==> src/rtl/branch_history_table.sv <==
// Dual-slot branch-direction predictor: saturating counters, bimodal or gshare indexing.
// Optional same-cycle update forwarding onto the lookup path when BHT_BYPASS_EN is defined.
module branch_history_table #(
    parameter int ENTRIES   = 64,
    parameter int CTR_BITS  = 2,
    parameter int HIST_BITS = 0,
    localparam int IDX_W    = $clog2(ENTRIES)
) (
    input  logic             clk,
    input  logic             rst,
    input  logic [31:0]      lookup_pc,
    output logic             pred_taken0,
    output logic             pred_taken1,
    output logic [IDX_W-1:0] pred_idx0,
    output logic [IDX_W-1:0] pred_idx1,
    input  logic             upd_valid,
    input  logic [IDX_W-1:0] upd_idx,
    input  logic             upd_taken
);

    localparam int NUM_SLOTS = 2;
    localparam logic [CTR_BITS-1:0] CTR_INIT = CTR_BITS'((2 ** (CTR_BITS - 1)) - 1);
    localparam logic [CTR_BITS-1:0] CTR_MAX  = {CTR_BITS{1'b1}};

    typedef struct packed {
        logic             valid;
        logic [IDX_W-1:0] idx;
        logic             taken;
    } upd_req_t;

    upd_req_t                             upd;
    logic [CTR_BITS-1:0]                  ctr [ENTRIES];
    logic [IDX_W-1:0]                     hist;
    logic [IDX_W-2:0]                     pair_base;
    logic [NUM_SLOTS-1:0][IDX_W-1:0]      idx;
    logic [NUM_SLOTS-1:0]                 pred;
    logic                                 unused_pc;

    assign upd       = {upd_valid, upd_idx, upd_taken};
    assign pair_base = lookup_pc[IDX_W+1:3];
    assign unused_pc = ^{lookup_pc[31:IDX_W+2], lookup_pc[2:0]};

    function automatic logic [CTR_BITS-1:0] sat_next(input logic [CTR_BITS-1:0] c,
                                                     input logic taken);
        if (taken)
            return (c == CTR_MAX) ? c : c + CTR_BITS'(1);
        return (c == '0) ? c : c - CTR_BITS'(1);
    endfunction

    always_ff @(posedge clk or posedge rst) begin
        if (rst) begin
            for (int i = 0; i < ENTRIES; i++)
                ctr[i] <= CTR_INIT;
        end else if (upd.valid) begin
            ctr[upd.idx] <= sat_next(ctr[upd.idx], upd.taken);
        end
    end

    // History is trained only at resolution, so it is never speculative.
    generate
        if (HIST_BITS == 0) begin : g_bimodal
            assign hist = '0;
        end else begin : g_gshare
            logic [HIST_BITS-1:0] ghr;
            if (HIST_BITS == 1) begin : g_h1
                always_ff @(posedge clk or posedge rst) begin
                    if (rst)            ghr <= '0;
                    else if (upd.valid) ghr <= upd.taken;
                end
            end else begin : g_hn
                always_ff @(posedge clk or posedge rst) begin
                    if (rst)            ghr <= '0;
                    else if (upd.valid) ghr <= {ghr[HIST_BITS-2:0], upd.taken};
                end
            end
            assign hist = IDX_W'(ghr);
        end
    endgenerate

    generate
        for (genvar s = 0; s < NUM_SLOTS; s++) begin : g_slot
            logic [CTR_BITS-1:0] rd;
            assign idx[s] = {pair_base, 1'(s)} ^ hist;
`ifdef BHT_BYPASS_EN
            assign rd = (upd.valid && upd.idx == idx[s]) ? sat_next(ctr[idx[s]], upd.taken)
                                                          : ctr[idx[s]];
`else
            assign rd = ctr[idx[s]];
`endif
            assign pred[s] = rd[CTR_BITS-1];
        end
    endgenerate

    assign pred_idx0   = idx[0];
    assign pred_idx1   = idx[1];
    assign pred_taken0 = pred[0];
    assign pred_taken1 = pred[1];

endmodule

==> config.mk <==
export PLATFORM = sky130hd
export DESIGN_NAME = branch_history_table
export DESIGN_NICKNAME = d
export VERILOG_FILES = /design/src/rtl/branch_history_table.sv
export SDC_FILE = /design/constraint.sdc
export NUM_CORES = 1
export LEC_CHECK = 0
export ABC_AREA = 0
export BUFFER_PORTS_ARGS = -buffer_cell sky130_fd_sc_hd__clkbuf_2
export CORE_ASPECT_RATIO = 0.9
export CORE_MARGIN = 2
export CORE_UTILIZATION = 40
export CTS_CLUSTER_SIZE = 24
export DETAILED_ROUTE_END_ITERATION = 6
export GPL_TIMING_DRIVEN = 0
export SYNTH_ARGS = -nofsm -noshare
export SYNTH_HDL_FRONTEND = slang
export SYNTH_SLANG_ARGS = --single-unit
==> constraint.sdc <==
create_clock -name clk -period 4.09 [get_ports clk]
set_input_delay 1.0225 -clock clk [delete_from_list [all_inputs] [get_ports clk]]
set_output_delay 1.0225 -clock clk [all_outputs]
set_load 0.02 [all_outputs]
After elaboration in Yosys (flattened, before gate mapping)
Cells that the tools add are included.

Bits in registers: 128. Output and inout bits: 14.

Add/sub/neg operators: 2. Bitwise operators: 3. Eq/ne operators: 1. Order comparisons: 4. Reductions and logical operators: 2. Mux-type cells: 19.

Operators by type and width (number): $bwmux 128 (1); $bmux 2 s6 (3); $mux 2 (12); $ge 7x7->1 const B (3); $not 6->7 (3); $demux 2 s6 (1); $lt 7x1->1 const B (1); $add 2x1->2 const B (1); $eq 2x2->1 const B (1); $logic_not 2->1 (1); $mux 1 (2); $sub 2x1->2 const B (1); $logic_and 1x1->1 (1).

Depth between registers and ports, before layout
Gate-level depths: netlist of the first run.

Word-level depth: 10. Depth in mapped cells: 11. Gate-level depth less buffers: 7.

Worst setup path before layout of the first run
OpenSTA, ideal clock, no wires.

Path kind: in2out. Start point: input lookup_pc[3]. End point: output pred_taken0. Path buffers: 2. Path slack: -0.214 ns. Arrival time: 3.282 ns. Stages: 5. Path through: clkbuf_1 -> buf_1 -> mux4_2 -> mux4_2 -> mux2_2.

Longest elaborated chain between the ends: 4.

Ends and longest elaborated chain: start: declaration (line 11) `input logic [31:0] lookup_pc,`; $not 6->7 (not written as such) (line 88) `assign rd = ctr[idx[s]];`; $bmux 2 s6 (line 88); $mux 2 (not written as such) (2 in series) (line 88); end: declaration (line 12) `output logic pred_taken0,`.

Every way passes these cells. The select of a mux whose other input is x is not followed.

Worst setup path after layout of the first run
Start point: input lookup_pc[3]. End point: output pred_taken1.

Longest elaborated chain between the ends: 4.

Ends and longest elaborated chain: $not 6->7 (not written as such) (line 88); $bmux 2 s6 (line 88); $mux 2 (not written as such) (2 in series) (line 88); end: declaration (line 13) `output logic pred_taken1,`.

Every way passes these cells. The select of a mux whose other input is x is not followed.

==> impl_metrics.csv, run 1 <==
group,metric,value,unit
run_status,status,"finished, final reports clean",
synthesis,seq_area_frac_synth,46.61,%
global_route,gr-usage-all-layers,24.15,%
worst_hold_path,worstHoldPathCells,2,
sta,timing.final.crit_share,98.65,%
floorplan,core,0.01744,sq mm
synthesis,synthXorXnorAreaFrac,0,%
synthesis,synth_area,0.007044,sq mm
layout,final_area,0.008122,sq mm
clocking,clock-sinks,128,
floorplan,die_x,143.9,um
placed_design,dpl_cell_area,0.007520,sq mm
power,p_leak,0.003327,uW
synthesis,syn_inst,604,
clocking,htreeDepth,4,
global_route,grt.overflow.total,0,
routing,vias,5261,
synthesis,synth_edf_count,0,
placed_design,io_buffers,22,
worst_hold_path,hold_class,"reg2reg",
synthesis,yosys.cell_types.count,53,
synthesis,synthTopCellsByCount,"nor2_1, nand2_1, dfrtp_1, dfstp_2, a21oi_1",
placed_design,pre_cts_slack,-0.5231,ns
synthesis,synth_ff_type,"dfstp_2",
floorplan,ios,56,
sta,setup_tns,0,ns
layout,largest_register,"ctr",
synthesis,ys_warn_count,0,
routing,post-route-drc-count,0,
synthesis,synth_area_leader_cell,"dfstp_2",
layout,area_growth,15.29,%
routing,vias_per_cell,5.839,
synthesis,synth-seq-cells,128,
clocking,hold_buffers,0,
sta,drv_slew,0,
clocking,cts_tree,"yes",
floorplan,die_y,129.9,um
synthesis,synthMuxAreaShare,27.51,%
worst_setup_path,worstSetupPathType,"in2out",
synthesis,synth_top_family_by_area,"multiplexers",
layout,fin_util,46.57,%
layout,fillers,1573,
routing,routed_wirelength,21.24,mm
worst_setup_path,rr_worst_depth,8,
worst_setup_path,crit_fanout,10,
layout,diodes,0,
worst_setup_path,worst_ep_arrival_time,3.01,ns
sta,timing.final.ws_setup,0.05525,ns
synthesis,synth-adder-area-share,0.3552,%
worst_setup_path,crit_path_start_kind,"primary input",
power,vdd_drop_max,0.0002467,V
clocking,ctsResizeCount,7,
synthesis,synth_area_leaders,"dfstp_2, dfrtp_1, mux4_2",
placed_design,gp_congestion,0.9088,
routing,dr.pass1.iters,5,
floorplan,start_util,40.39,%
synthesis,synth_top_cell_area_share,23.87,%
layout,num-nets-final,690,
sta,tightestPinTransition,1.246,ns
placed_design,hpwlAfterDp,15.13,mm
layout,top_regs,"ctr: 128 flops",
global_route,first_global_vias,5320,
synthesis,synthesis.nets,646,
synthesis,async_reset_ff_share,100.0,%
clocking,numCtsBuffers,17,
global_route,antenna_found_initial,0,
floorplan,die_area,0.01869,sq mm
synthesis,synth-simple-area-share,12.31,%
layout,largest_reg_flops,128,
floorplan,fp-row-count,46,
clocking,postCtsSetupBuffers,0,
sta,setup_violations,0,
layout,stdcell_count,901,
worst_setup_path,endpoint_kind,"output port",
synthesis,synth.most_common_cell,"nor2_1",
flow_run,cap_violations,0,
clocking,cts.clk_slew.worst_paths,0.05,ns
layout,layout-drive-gt1-share,41.75,%
clocking,clk_latency,0.43,ns
routing,drtIter0Drc,458,
routing,post_drt_wl_per_cell,23.57,um
global_route,grt_max_degree,43,
power,cellPowerDensity,482.6,mW/mm^2
sta,finalHoldViolCount,0,
sta,rsz0062_at_grt,"no",
sta,finalCriticalPeriod,4.035,ns
synthesis,synth_compound_gate_area_share,8.188,%
sta,fmaxAchievable,247.8,MHz
clocking,cts_buffer_depth,2,
sta,clock_skew,0.007514,ns
worst_setup_path,cp_data_required_time,3.07,ns
global_route,grt_pass1_wl,32.37,mm
clocking,cts-root-buf,"clkbuf_16",
synthesis,synth.avg_cell_area,11.66,sq um
placed_design,dp_cells,869,
sta,relSlewSlack,16.31,%
routing,antenna_left,0,
==> cell families after synthesis <==
family | Yosys count
buffers and inverters | 54
and+or+nand+nor | 194
DFF | 128
adders and majority gates | 2
muxes | 125
other | 2
AOI/OAI and AO/OA | 99
==> worst max-delay path, stage by stage <==
cell      delay, ns
clkbuf_4       0.21
buf_6          0.24
mux4_2         0.56
mux4_2         0.52
mux2_2         0.29
clkbuf_2       0.16
==> cell usage in the layout (no fill, tap or decap), types with 14 or more instances in the layout <==
master	instances
nor2_1	85
nand2_1	66
dfstp_2	64
dfrtp_1	64
a21oi_1	43
mux2_2	40
mux4_2	38
mux2_4	32
o21ai_0	27
clkbuf_2	23
clkbuf_16	17
mux2i_1	14
==> final cells by class <==
cell class                 instances  area [sq um]  share of cell area, %
tap                              240         300.3                  3.697
buffer                            49         344.1                  4.237
multi-input combinational        422          3415                  42.04
clock inverter                     9         108.9                  1.340
timing repair buffer              25         170.2                  2.095
inverter                           5         22.52                 0.2773
sequential                       128          3283                  40.43
clock buffer                      23         478.0                  5.885
==> per-layer routing <==
| layer | track usage [%] | part of all wire [%] | wire (um) | vias to the layer above |
|---|---|---|---|---|
| li1 | - | - | - | 2263 |
| met1 | 32.28 | 43 | 9083 | 2685 |
| met2 | 36.36 | 44 | 9445 | 250 |
| met3 | 7.009 | 8.3 | 1765 | 63 |
| met4 | 11.59 | 4.5 | 947 | 0 |
| met5 | 0 | 0 | 0 | - |
==> per-stage QoR <==
step,hold slack [ns],power [uW]
finish,0.5045,3919
global route,0.5442,4068
CTS,0.5053,3923
global placement,0.4802,2370
floorplan,0.4573,2162
detailed placement,0.4934,2407
==> report_power, final <==
group	switching [uW]	total, uW	internal [uW]
clock	568	1510	943
combinational	383	746	363
sequential	142	1660	1520
==> path summary, 6_finish.rpt <==
path                       slack, ns          end         start
setup / recovery                0.06  pred_taken1  lookup_pc[3]
hold / removal                  0.50      ctr[77]       ctr[77]
setup reg to reg                1.34      ctr[61]       ctr[64]
hold reg to reg                 0.50      ctr[77]       ctr[77]
max in group asynchronous       2.50      ctr[46]           rst
min in group asynchronous       0.69     ctr[121]           rst
No activity file was read; power rests on OpenSTA's default activity.
==> run 2, diff against run 1 <==
--- a/config.mk
+++ b/config.mk
@@ -7,12 +7,15 @@
 export LEC_CHECK = 0
 export ABC_AREA = 0
 export BUFFER_PORTS_ARGS = -buffer_cell sky130_fd_sc_hd__clkbuf_2
+export CELL_PAD_IN_SITES_DETAIL_PLACEMENT = 1
+export CELL_PAD_IN_SITES_GLOBAL_PLACEMENT = 1
 export CORE_ASPECT_RATIO = 0.9
 export CORE_MARGIN = 2
 export CORE_UTILIZATION = 40
 export CTS_CLUSTER_SIZE = 24
 export DETAILED_ROUTE_END_ITERATION = 6
 export GPL_TIMING_DRIVEN = 0
+export PLACE_DENSITY_LB_ADDON = 0.1
 export SYNTH_ARGS = -nofsm -noshare
 export SYNTH_HDL_FRONTEND = slang
 export SYNTH_SLANG_ARGS = --single-unit
==> run 2 against run 1 <==
Effect of this change: worst setup slack worse by 0.0038 ns; sequential cell count unchanged; hold slack about the same; sequential share of layout area down 0.062 points; routed wire length up 9.5%; clock-buffer cell count down 1; cell count unchanged; maximum frequency about the same; combinational power up 2%; power up 1.8%; clock power up 3%; critical path depth unchanged; largest power group unchanged; highest routed layer unchanged.
==> impl_metrics.csv, run 2 (same netlist as run 1, synthesis figures left out) <==
group,metric,value,unit
run_status,status,"finished, final reports clean",
layout,largest_register,"ctr",
worst_setup_path,cp_top_family,"multiplexers",
layout,multi_input_comb_area,0.003415,sq mm
global_route,grt_max_degree,43,
clocking,clk_latency,0.43,ns
worst_hold_path,holdPathEnd,"ctr[43]",
worst_setup_path,worstSetupPathType,"in2out",
floorplan,die_y,129.9,um
sta,drv_slew,0,
floorplan,ios,56,
placed_design,hpwlAfterDp,16.74,mm
global_route,antenna_found_initial,0,
layout,seqCellArea,0.003283,sq mm
routing,drtIter0Drc,321,
routing,vias,5189,
power,vdd_drop_max,0.0002878,V
worst_setup_path,endpoint_kind,"output port",
sta,rsz0062_at_grt,"no",
layout,layout_commonest_cell,"nor2_1",
layout,mostFrequentLayoutCells,"nor2_1, nand2_1, dfstp_2, dfrtp_1, a21oi_1",
sta,tightestPinTransition,1.105,ns
floorplan,fp-row-count,46,
worst_setup_path,critical_path_buf_inv_count,3,
power,clkPwrFrac,39.1,%
worst_setup_path,rr_endpoint,"ctr[75]",
floorplan,core,0.01744,sq mm
clocking,clock-sinks,128,
global_route,gr-usage-all-layers,26.49,%
power,cellPowerDensity,490.4,mW/mm^2
clocking,htreeDepth,4,
sta,timing.final.crit_share,98.74,%
worst_setup_path,cp_common_cell,"mux4_2",
power,intPower,2858,uW
global_route,first_global_vias,5540,
worst_setup_path,cp_data_required_time,3.07,ns
power,p_leak,0.003347,uW
worst_hold_path,worstHoldPathCells,2,
worst_setup_path,reg2reg_from,"ctr[64]",
worst_setup_path,worst_ep_arrival_time,3.02,ns
global_route,grt.overflow.total,0,
clocking,cts-root-buf,"clkbuf_16",
worst_hold_path,hold_start,"ctr[43]",
power,p_sw_share,28.35,%
power,seqPwrFrac,41.9,%
sta,fmaxAchievable,247.6,MHz
floorplan,start_util,40.39,%
floorplan,die_x,143.9,um
clocking,cts.clk_slew.worst_paths,0.06,ns
routing,post_drt_wl_per_cell,25.80,um
worst_hold_path,hold_class,"reg2reg",
routing,antenna_left,0,
layout,largest_reg_flops,128,
worst_setup_path,slowest_stage,"mux4_2",
sta,setup_violations,0,
clocking,numCtsBuffers,17,
placed_design,dp_cells,869,
power,power_frac_comb,19.0,%
routing,routed_wirelength,23.25,mm
clocking,cts_tree,"yes",
sta,finalHoldViolCount,0,
layout,layout-drive-gt1-share,41.60,%
worst_setup_path,crit_fanout,10,
routing,post-route-drc-count,0,
layout,stdcell_count,901,
worst_setup_path,crit_path_start_kind,"primary input",
sta,relSlewSlack,25.78,%
global_route,grt_pass1_wl,35.25,mm
routing,vias_per_cell,5.759,
layout,area_growth,15.47,%
worst_setup_path,cpPeakStageDelay,0.58,ns
clocking,cts_buffer_depth,2,
layout,fin_util,46.64,%
layout,top_regs,"ctr: 128 flops",
power,power.switching,1131,uW
sta,setup_tns,0,ns
floorplan,die_area,0.01869,sq mm
sta,clock_skew,0.01114,ns
sta,whs,0.5042,ns
sta,finalCriticalPeriod,4.039,ns
layout,num-nets-final,690,
layout,fillers,1876,
flow_run,cap_violations,0,
placed_design,io_buffers,22,
worst_setup_path,cp_cell_sequence,"clkbuf_4 -> buf_12 -> mux4_2 -> mux4_2 -> mux2_2 -> clkbuf_2",
layout,diodes,0,
placed_design,gp_congestion,0.8894,
worst_setup_path,r2r_slack,1.20,ns
routing,dr.pass1.iters,5,
worst_setup_path,rr_worst_depth,8,
## run 2: cell type report
class	instances	area share (%)
multi-input combinational	422	41.98
tap	240	3.692
buffer	49	4.338
sequential	128	40.36
clock buffer	22	5.584
clock inverter	10	1.677
timing repair buffer	25	2.092
inverter	5	0.2769
## run 2: stage by stage
| stage | setup WS (ns) | area (sq um) | total power (uW) |
|---|---|---|---|
| after floorplan | 0.03063 | 7049 | 2162 |
| after global placement | -0.6241 | 7460 | 2389 |
| after detailed placement | -0.6377 | 7520 | 2433 |
| after CTS | 0.001539 | 8125 | 4004 |
| after global routing | 0.01488 | 8134 | 4149 |
| final | 0.05149 | 8134 | 3989 |
## run 2: power groups by stage
stage                     Clock (uW)  Combinational, uW  Sequential, uW
final                           1560                758            1670
after floorplan                    0                544            1620
after global placement             0                723            1670
after global routing            1640                815            1690
after CTS                       1580                758            1670
after detailed placement           0                752            1680
## run 2: layer usage
| layer | track usage, % | part of all wire (%) |
|---|---|---|
| met5 | 0 | 0 |
| met4 | 9.054 | 2.4 |
| met3 | 4.917 | 5.4 |
| met2 | 42.13 | 47 |
| met1 | 36.79 | 45 |
## run 2: worst max path at each step
stage / from / end / slack (ns) / cells past startpoint
global route: lookup_pc[3] / pred_taken0 / 0.01 / 6
floorplan: lookup_pc[3] / pred_taken0 / 0.03 / 5
finish: lookup_pc[3] / pred_taken0 / 0.05 / 6
detailed placement: lookup_pc[3] / pred_taken0 / -0.64 / 6
CTS: lookup_pc[3] / pred_taken0 / 0.002 / 6
global placement: lookup_pc[3] / pred_taken1 / -0.62 / 6
## run 2: timing repair
action                     in CTS  in global routing
hold buffers                    0                  0
resized for setup               7                  2
buffers inserted                0                  0
setup endpoints to repair       2                  2
## run 2: worst reg2reg max path: cells and delay by family, from the launching register on
| kind | cells | cell delay (ns) |
|---|---|---|
| AO/OA/AOI/OAI | 3 | 0.72 |
| multiplexers | 1 | 0.52 |
| AND/OR/NAND/NOR | 2 | 0.40 |
| adder cells (fa/ha/maj) | 1 | 0.40 |
| flip-flops | 1 | 0.36 |
| buffers and inverters | 1 | 0.34 |
==> run 3, diff against run 2 <==
==> constraint.sdc (replaced) <==
create_clock -name clk -period 4.8 [get_ports clk]
set_input_delay 1.2 -clock clk [delete_from_list [all_inputs] [get_ports clk]]
set_output_delay 1.2 -clock clk [all_outputs]
set_load 0.02 [all_outputs]
==> run 3 against run 2 <==
Effect of this change: clock skew down 0.0012 ns; hold slack better by 0.00054 ns; largest power group unchanged; utilization down 0.37 points; critical path type unchanged; via count up 0.25%; sequential share of layout area up 0.32 points.
==> impl_metrics.csv, run 3 (same netlist as run 1, synthesis figures left out) <==
group,metric,value,unit
run_status,status,"finished, final reports clean",
sta,tightestPinTransition,1.221,ns
power,p_leak,0.003318,uW
sta,timing.final.crit_share,97.42,%
floorplan,fp-row-count,46,
global_route,first_global_vias,5564,
power,power_frac_comb,19.2,%
floorplan,core,0.01744,sq mm
routing,vias,5202,
layout,top_regs,"ctr: 128 flops",
worst_hold_path,hold_class,"reg2reg",
clocking,htreeDepth,4,
floorplan,start_util,40.39,%
layout,mostFrequentLayoutCells,"nor2_1, nand2_1, dfstp_2, dfrtp_1, a21oi_1",
power,p_sw_share,28.69,%
flow_run,cap_violations,0,
placed_design,dpl_cell_area,0.007487,sq mm
clocking,clk_latency,0.44,ns
placed_design,hpwlAfterDp,16.35,mm
placed_design,dp_cells,867,
worst_setup_path,crit_path_start_kind,"primary input",
routing,antenna_left,0,
sta,finalCriticalPeriod,4.676,ns
layout,largest_reg_flops,128,
global_route,grt.overflow.total,0,
global_route,grt_pass1_wl,35.04,mm
power,intPower,2388,uW
worst_setup_path,endpoint_kind,"output port",
routing,post-route-drc-count,0,
floorplan,die_x,143.9,um
clocking,hold_buffers,0,
power,vdd_drop_max,0.0002353,V
layout,final_area,0.008070,sq mm
power,clkPwrFrac,38.5,%
clocking,cts_buffer_depth,2,
sta,fmaxAchievable,213.9,MHz
sta,clock_skew,0.009985,ns
worst_setup_path,r2r_slack,2.05,ns
routing,drtIter0Drc,319,
sta,rsz0062_at_grt,"no",
global_route,gr-usage-all-layers,26.40,%
power,seqPwrFrac,42.3,%
power,cellPowerDensity,415.0,mW/mm^2
layout,layout-drive-gt1-share,41.58,%
layout,largest_register,"ctr",
sta,drv_slew,0,
floorplan,die_y,129.9,um
routing,dr.pass1.iters,5,
layout,fillers,1882,
power,power.switching,960.8,uW
clocking,numCtsBuffers,17,
worst_hold_path,worstHoldPathCells,2,
global_route,antenna_found_initial,1,
clocking,cts-root-buf,"clkbuf_16",
worst_setup_path,rr_worst_depth,8,
layout,area_growth,14.56,%
sta,finalHoldViolCount,0,
worst_setup_path,worstSetupPathType,"in2out",
clocking,clock-sinks,128,
global_route,grt_max_degree,81,
worst_setup_path,reg2reg_from,"ctr[64]",
clocking,cts.clk_slew.worst_paths,0.06,ns
layout,num-nets-final,688,
clocking,cts_tree,"yes",
routing,routed_wirelength,23.16,mm
worst_setup_path,cp_data_required_time,3.60,ns
floorplan,die_area,0.01869,sq mm
power,p_total,3349,uW
worst_hold_path,hold_start,"ctr[55]",
worst_setup_path,worst_ep_arrival_time,3.48,ns
routing,vias_per_cell,5.780,
sta,setup_violations,0,
layout,stdcell_count,900,
placed_design,gp_congestion,0.8912,
layout,layout_commonest_cell,"nor2_1",
worst_hold_path,holdPathEnd,"ctr[55]",
floorplan,ios,56,
routing,post_drt_wl_per_cell,25.73,um
sta,relSlewSlack,17.96,%
worst_setup_path,rr_endpoint,"ctr[45]",
worst_setup_path,crit_fanout,10,
placed_design,io_buffers,22,
## run 3: cell types whose count changed in the layout (fill, tap and decap cells not counted)
| cell | previous run | this run |
|---|---|---|
| inv_6 | 0 | 1 |
| clkinv_4 | 3 | 1 |
| clkinvlp_4 | 1 | 2 |
| clkbuf_2 | 23 | 24 |
| diode_2 | 0 | 1 |
| buf_16 | 0 | 1 |
| clkbuf_1 | 11 | 10 |
| clkbuf_8 | 1 | 2 |
| clkbuf_4 | 2 | 1 |
| clkinv_2 | 4 | 6 |
| buf_12 | 4 | 0 |
| bufinv_16 | 3 | 2 |
## run 3: worst max-delay path: stages
cell and delay (ns):
clkbuf_2 0.29, clkbuf_4 0.41, mux4_2 0.61, mux4_2 0.51, mux2_2 0.28, clkbuf_2 0.16
## run 3: how the worst max path moves through the flow
stage | cells after the start | startpoint | slack [ns] | to
6_report | 6 | lookup_pc[3] | 0.12 | pred_taken1
2_1_floorplan | 5 | lookup_pc[3] | 0.14 | pred_taken0
3_3_place_gp | 2 | rst | -1.36 | ctr[17]
4_1_cts | 6 | lookup_pc[3] | 0.01 | pred_taken1
3_5_place_dp | 6 | lookup_pc[3] | -0.71 | pred_taken1
5_1_grt | 6 | lookup_pc[3] | 0.03 | pred_taken1
## run 3: timing repair
action,CTS,global route
gates resized for setup,6,1
buffers inserted,0,0
cloned,0,0
endpoints found under the setup margin,2,2
## run 3: area by class of cell
cell class	count	area, sq um	share of cell area, %
Antenna cell	1	2.502	0.03101
Buffer	49	334.1	4.140
Clock buffer	21	460.4	5.705
Clock inverter	11	113.9	1.411
Inverter	5	23.77	0.2946
Multi-Input combinational cell	422	3415	42.31
Sequential cell	128	3283	40.68
Tap cell	240	300.3	3.721
Timing Repair Buffer	23	137.6	1.705
## run 3: power groups by stage
stage	registers, uW	clock network, uW	logic (uW)
2_1_floorplan	1380	0	463
3_3_place_gp	1420	0	614
3_5_place_dp	1430	0	638
4_1_cts	1420	1300	642
5_1_grt	1440	1350	690
6_report	1420	1290	642
## run 3: through the flow
step / TNS (ns) / utilization, % / hold slack (ns) / worst slack [ns]
floorplan: 0 / - / 0.4573 / 0.1409
global placement: -87.72 / 42.75 / 0.4739 / -1.363
detailed placement: -1.406 / 42.93 / 0.4933 / -0.7097
CTS: 0 / 46.25 / 0.5076 / 0.01028
global route: 0 / 46.26 / 0.5342 / 0.03016
finish: 0 / 46.28 / 0.5047 / 0.1239
## run 3: layer usage
layer	wire, um	part of all wire, %	up-vias	global-route usage (%)
met5	0	0	-	0
met4	512	2.2	0	7.843
met3	1345	5.8	43	7.119
met2	10780	47	157	42.02
met1	10520	45	2750	35.70
li1	-	-	2252	-
